--- src/rtl/debounced_comparator.sv ---
// rtl/debounced_comparator.sv - mode-selectable comparator with symmetric debounce and match event counter
//
// Purpose:
//   Compares two unsigned WIDTH-bit operands as EQ/NE/GT/LT and filters the
//   result so that match only flips after DEBOUNCE consecutive valid samples
//   disagree with it. Rising edges of match are strobed and counted.
//
// Ports:
//   clk          in   system clock, rising edge
//   rst          in   synchronous reset, active-high
//   in_valid     in   a, b, mode sampled this cycle
//   a, b         in   WIDTH-bit unsigned operands
//   mode         in   00 EQ, 01 NE, 10 GT (a>b), 11 LT (a<b)
//   clr_count    in   synchronous clear of match_count
//   raw          out  registered unfiltered result of the last valid sample
//   out_valid    out  in_valid delayed one cycle
//   match        out  debounced result
//   match_pulse  out  one-cycle strobe on each 0->1 of match
//   match_count  out  saturating count of 0->1 transitions of match

module debounced_comparator #(
    parameter int unsigned WIDTH    = 4,
    parameter int unsigned DEBOUNCE = 3,
    parameter int unsigned CNT_W    = 8
) (
    input  logic             clk,
    input  logic             rst,
    input  logic             in_valid,
    input  logic [WIDTH-1:0] a,
    input  logic [WIDTH-1:0] b,
    input  logic [1:0]       mode,
    input  logic             clr_count,
    output logic             raw,
    output logic             out_valid,
    output logic             match,
    output logic             match_pulse,
    output logic [CNT_W-1:0] match_count
);

    localparam int unsigned RUN_W = $clog2(DEBOUNCE + 1);

    // run never exceeds DEBOUNCE-1, so reaching this value with one more
    // disagreeing sample means the run is complete.
    localparam logic [RUN_W-1:0] RUN_LAST = RUN_W'(DEBOUNCE - 1);
    localparam logic [CNT_W-1:0] CNT_MAX  = '1;

    localparam logic [1:0] MODE_EQ = 2'b00;
    localparam logic [1:0] MODE_NE = 2'b01;
    localparam logic [1:0] MODE_GT = 2'b10;

    logic             cond;
    logic             flip;
    logic             rise;
    logic [RUN_W-1:0] run;

    always_comb begin
        cond = 1'b0;
        case (mode)
            MODE_EQ: cond = (a == b);
            MODE_NE: cond = (a != b);
            MODE_GT: cond = (a > b);
            default: cond = (a < b);
        endcase
    end

    // flip: this valid sample completes a disagreeing run.
    // rise: that flip takes match from 0 to 1.
    assign flip = in_valid && (cond != match) && (run == RUN_LAST);
    assign rise = flip && cond;

    always_ff @(posedge clk) begin
        if (rst) begin
            raw         <= 1'b0;
            out_valid   <= 1'b0;
            match       <= 1'b0;
            match_pulse <= 1'b0;
            match_count <= '0;
            run         <= '0;
        end else begin
            out_valid   <= in_valid;
            match_pulse <= rise;

            // Invalid cycles leave raw, run and match untouched, so gaps
            // neither extend nor break a run.
            if (in_valid) begin
                raw <= cond;
                if (cond == match) begin
                    run <= '0;
                end else if (flip) begin
                    match <= cond;
                    run   <= '0;
                end else begin
                    run <= run + RUN_W'(1);
                end
            end

            // Clear wins over a coincident increment; the pulse still fires.
            if (clr_count) begin
                match_count <= '0;
            end else if (rise && (match_count != CNT_MAX)) begin
                match_count <= match_count + CNT_W'(1);
            end
        end
    end

endmodule

--- config.mk ---
export PLATFORM = sky130hd
export DESIGN_NAME = debounced_comparator
export DESIGN_NICKNAME = d
export VERILOG_FILES = /design/src/rtl/debounced_comparator.sv
export SDC_FILE = /design/constraint.sdc
export NUM_CORES = 1
export LEC_CHECK = 0
export ABC_CLOCK_PERIOD_IN_PS = 2800
export CAP_MARGIN = 10
export CORE_MARGIN = 2
export CORE_UTILIZATION = 40
export CTS_CLUSTER_SIZE = 10
export DETAILED_ROUTE_END_ITERATION = 8
export PLACE_DENSITY = 0.69
export SLEW_MARGIN = 20
export SYNTH_ARGS = -nofsm -noshare
export SYNTH_HDL_FRONTEND = slang
export SYNTH_SLANG_ARGS = --single-unit
--- constraint.sdc ---
create_clock -name clk -period 2.8 [get_ports clk]
set_clock_uncertainty 0.1 [all_clocks]
set_input_delay 0.42 -clock clk [delete_from_list [all_inputs] [get_ports clk]]
set_output_delay 0.42 -clock clk [all_outputs]
set_load 0.1 [all_outputs]
==> tab_implementation.tex <==
\begin{tabular}{lr}
\hline
Metric & Value \\
\hline
\multicolumn{2}{l}{\textbf{Synthesis}} \\
\quad Avg Inst Size Synth & 8.85 um2 \\
\quad Async set-or-reset flop fraction in the synthesized netlist & 0\% \\
\quad Proportion of synthesized chip area in sequential cells & 33.3\% \\
\quad Main synth FF type & dfxtp\_1 \\
\quad Flop and latch count out of synthesis & 14 \\
\quad Net count after synthesis & 114 \\
\quad Yosys top cell area share & 33.3\% \\
\quad Number of flops mapped to enable cells by yosys & 0 \\
\quad Yosys warning count & 0 \\
\quad Library cell with the largest summed area after synthesis & dfxtp\_1 \\
\quad Top cells by area, synth & dfxtp\_1, ha\_1, mux2i\_1 \\
\quad Cell area after synthesis & 841 um2 \\
\quad Gate count of the mapped netlist & 95 \\
\quad Distinct cell type count of the synthesized netlist & 37 \\
\quad Most frequent cells after synthesis & dfxtp\_1, nand2\_1, a21oi\_1 \\
\quad Most common cell in the synthesized netlist & dfxtp\_1 \\
\multicolumn{2}{l}{\textbf{Detailed routing}} \\
\quad Remaining DRCs & 0 \\
\quad Routed wire length & 1670 um \\
\quad Remaining antenna violation count & 0 \\
\quad Number of detailed-routing iterations run before antenna repair & 4 \\
\quad Post-DR wirelength/cell & 11.3 um \\
\quad Vias after detailed routing & 801 \\
\quad Vias per inst & 5.41 \\
\quad Drt initial violations & 13 \\
\multicolumn{2}{l}{\textbf{Worst setup path}} \\
\quad Category of the critical setup timing path & in -> reg \\
\quad Required time at the worst-slack endpoint & 2.92 ns \\
\quad Critical path startpoint category & input port \\
\quad Kind of end point of the critical path & flip-flop \\
\quad Largest fanout of any net on the critical path & 13 \\
\quad Critical Path AT & 2.63 ns \\
\multicolumn{2}{l}{\textbf{Clocking}} \\
\quad Post\_cts resized & 0 \\
\quad CTS Hold Bufs & 0 \\
\quad Buffer cell driving the clock tree root & clkbuf\_4 \\
\quad Clock latency on the worst-skew pair & 0.28 ns \\
\quad Clock tree from TritonCTS & built \\
\quad Clock transition at the register clock pins on the worst setup and hold paths after CTS & 0.09 ns \\
\quad TritonCTS buffer count & 3 \\
\quad Post-CTS setup buffer count & 0 \\
\quad H-Tree Level Count & 1 \\
\quad Buffer depth of the longest clock path & 2 \\
\quad Clk sink count & 14 \\
\multicolumn{2}{l}{\textbf{STA}} \\
\quad Setup repair after global routing missed its margin & false \\
\quad Achievable frequency & 398 MHz \\
\quad Time the worst path needs with I/O delays and setup & 2.51 ns \\
\quad Setup tns final & 0 ns \\
\quad Max-slew violation total from the final report & 0 \\
\quad Hold Vio Cnt, Final & 0 \\
\quad Rel. slew slack & 68.1\% \\
\quad Ratio of final minimum period to clock period & 89.8\% \\
\quad Crit path setup slack, layout & 0.287 ns \\
\quad Worst-Margin Slew & 0.478 ns \\
\quad Setup violators final & 0 \\
\multicolumn{2}{l}{\textbf{Floorplanning}} \\
\quad Number of top-level design ports & 26 \\
\quad DIE HEIGHT & 49.8 um \\
\quad Effective utilization at floorplan & 42.4\% \\
\quad Core Rows & 16 \\
\quad Area of the die & 2480 um2 \\
\quad Core area & 1980 um2 \\
\quad Horizontal die dimension & 49.8 um \\
\multicolumn{2}{l}{\textbf{Final layout}} \\
\quad Number of nets in the layout & 141 \\
\quad Proportion of layout cells with a drive suffix above 1 & 21.5\% \\
\quad Antenna diode count & 0 \\
\quad Area added between synthesis and finish & 32.1\% \\
\quad Final Non-Filler Cells & 148 \\
\multicolumn{2}{l}{\textbf{Place}} \\
\quad Port buffer count & 25 \\
\quad Weighted congestion at the end of routability-driven global placement & 0.713 \\
\quad Dpl hpwl & 1310 um \\
\quad Setup WS pre-CTS & -0.0101 ns \\
\quad \# placed instances & 144 \\
\multicolumn{2}{l}{\textbf{Global routing}} \\
\quad Global Route met1 Usage & 20.1\% \\
\quad M3 GR Usage & 2.12\% \\
\quad Via count of the first global-routing pass & 757 \\
\quad Initial antenna violation count & 0 \\
\quad GRT busiest layer & met2 \\
\quad Total global-route track usage & 15.6\% \\
\quad Met2 Track Usage GR & 25.8\% \\
\quad Maximum number of pins on one net before global-route repair & 14 \\
\quad Wire length of the first global-routing pass & 3050 um \\
\quad Grt ovf & 0 \\
\multicolumn{2}{l}{\textbf{Power}} \\
\quad PD cells & 384 nW/um2 \\
\quad Lkg Pwr & 0.448 nW \\
\quad Peak ir drop on the vdd network & 0.000195 V \\
\multicolumn{2}{l}{\textbf{Run status}} \\
\quad Run status & complete, no violations \\
\multicolumn{2}{l}{\textbf{Hold path}} \\
\quad Worst min-delay path class & reg -> reg \\
\multicolumn{2}{l}{\textbf{Job}} \\
\quad Max-cap check violation count & 0 \\
\hline
\end{tabular}
==> layout make-up <==
| cell class | count | area, um2 |
|---|---|---|
| Sequential cell | 14 | 280 |
| Clock buffer | 4 | 36.3 |
| Inverter | 4 | 15.0 |
| Tap cell | 27 | 33.8 |
| Multi-Input combinational cell | 74 | 526 |
| Fill cell | 191 | 871 |
| Timing Repair Buffer | 25 | 220 |
==> cells by family (layout without fill, tap and decap cells) <==
group           count (synthesis)  in the layout  share of synthesized area [%]
simple gates                   45             45                           31.5
compound gates                 20             20                           18.7
flops                          14             14                           33.3
buf+inv                         7             33                           4.17
fa+ha+maj                       5              5                           7.44
mux                             4              4                           4.76
==> where the power goes <==
group,total (W),switching (W),internal [W]
Clock,0.000146,0.0000671,0.0000790
Combinational,0.0000758,0.0000420,0.0000338
Sequential,0.000205,0.00000229,0.000203
Total,0.000427,0.000111,0.000315
==> state kept, by name, summed over array words and instances, names as in the netlist <==
register,cells
match_pulse,1
match_count,8
match,1
raw,1
run,2
out_valid,1
==> placed cells by master, fill, tap and decap left out, drive strengths merged <==
cell,instances
mux2i,4
dfxtp,14
nand3b,2
or4b,2
o211ai,1
o221ai,2
inv,4
nor2b,2
a31oi,1
ha,5
buf,12
or4,2
or2,2
nand4,4
and2,1
nand2b,3
or3,3
a41o,1
o21ai,3
clkdlybuf4s50,13
a21oi,6
nor4,2
clkbuf,4
o21a,2
nor2,6
and3b,1
nand3,1
a211oi,1
and3,2
nor3,2
nand2,10
o31ai,2
a211o,1
==> per-layer routing <==
layer	share of wire, %	vias up
met1	46	373
met2	48	22
met5	0	-
met3	5.0	2
li1	-	404
met4	0.96	0
==> critical path, stage by stage <==
cell	delay (ns)
clkdlybuf4s50_1	0.45
inv_1	0.04
ha_1	0.30
nand4_1	0.14
and3b_1	0.21
a211o_1	0.28
o21ai_2	0.40
a41o_2	0.21
mux2i_1	0.17
==> per-stage QoR <==
| stage | power, W | util [%] | area [um2] | hold WS, ns |
|---|---|---|---|---|
| after global routing | 0.000450 | 56.1 | 1110 | 0.439 |
| after global placement | 0.000284 | 54.2 | 1070 | 0.380 |
| after floorplan | 0.000257 | - | 841 | 0.418 |
| after detailed placement | 0.000286 | 54.2 | 1070 | 0.394 |
| after CTS | 0.000432 | 56.1 | 1110 | 0.401 |
| final | 0.000427 | 56.1 | 1110 | 0.396 |
==> path summary, 6_finish.rpt <==
kind,from,endpoint,slack [ns],cells after the start
setup / recovery,b[3],match_count[1],0.29,9
hold / removal,match_count[5],match_count[5],0.40,2
setup reg to reg,match_count[4],match_count[5],1.01,6
hold reg to reg,match_count[5],match_count[5],0.40,2
No activity file was read; power rests on OpenSTA's default activity.
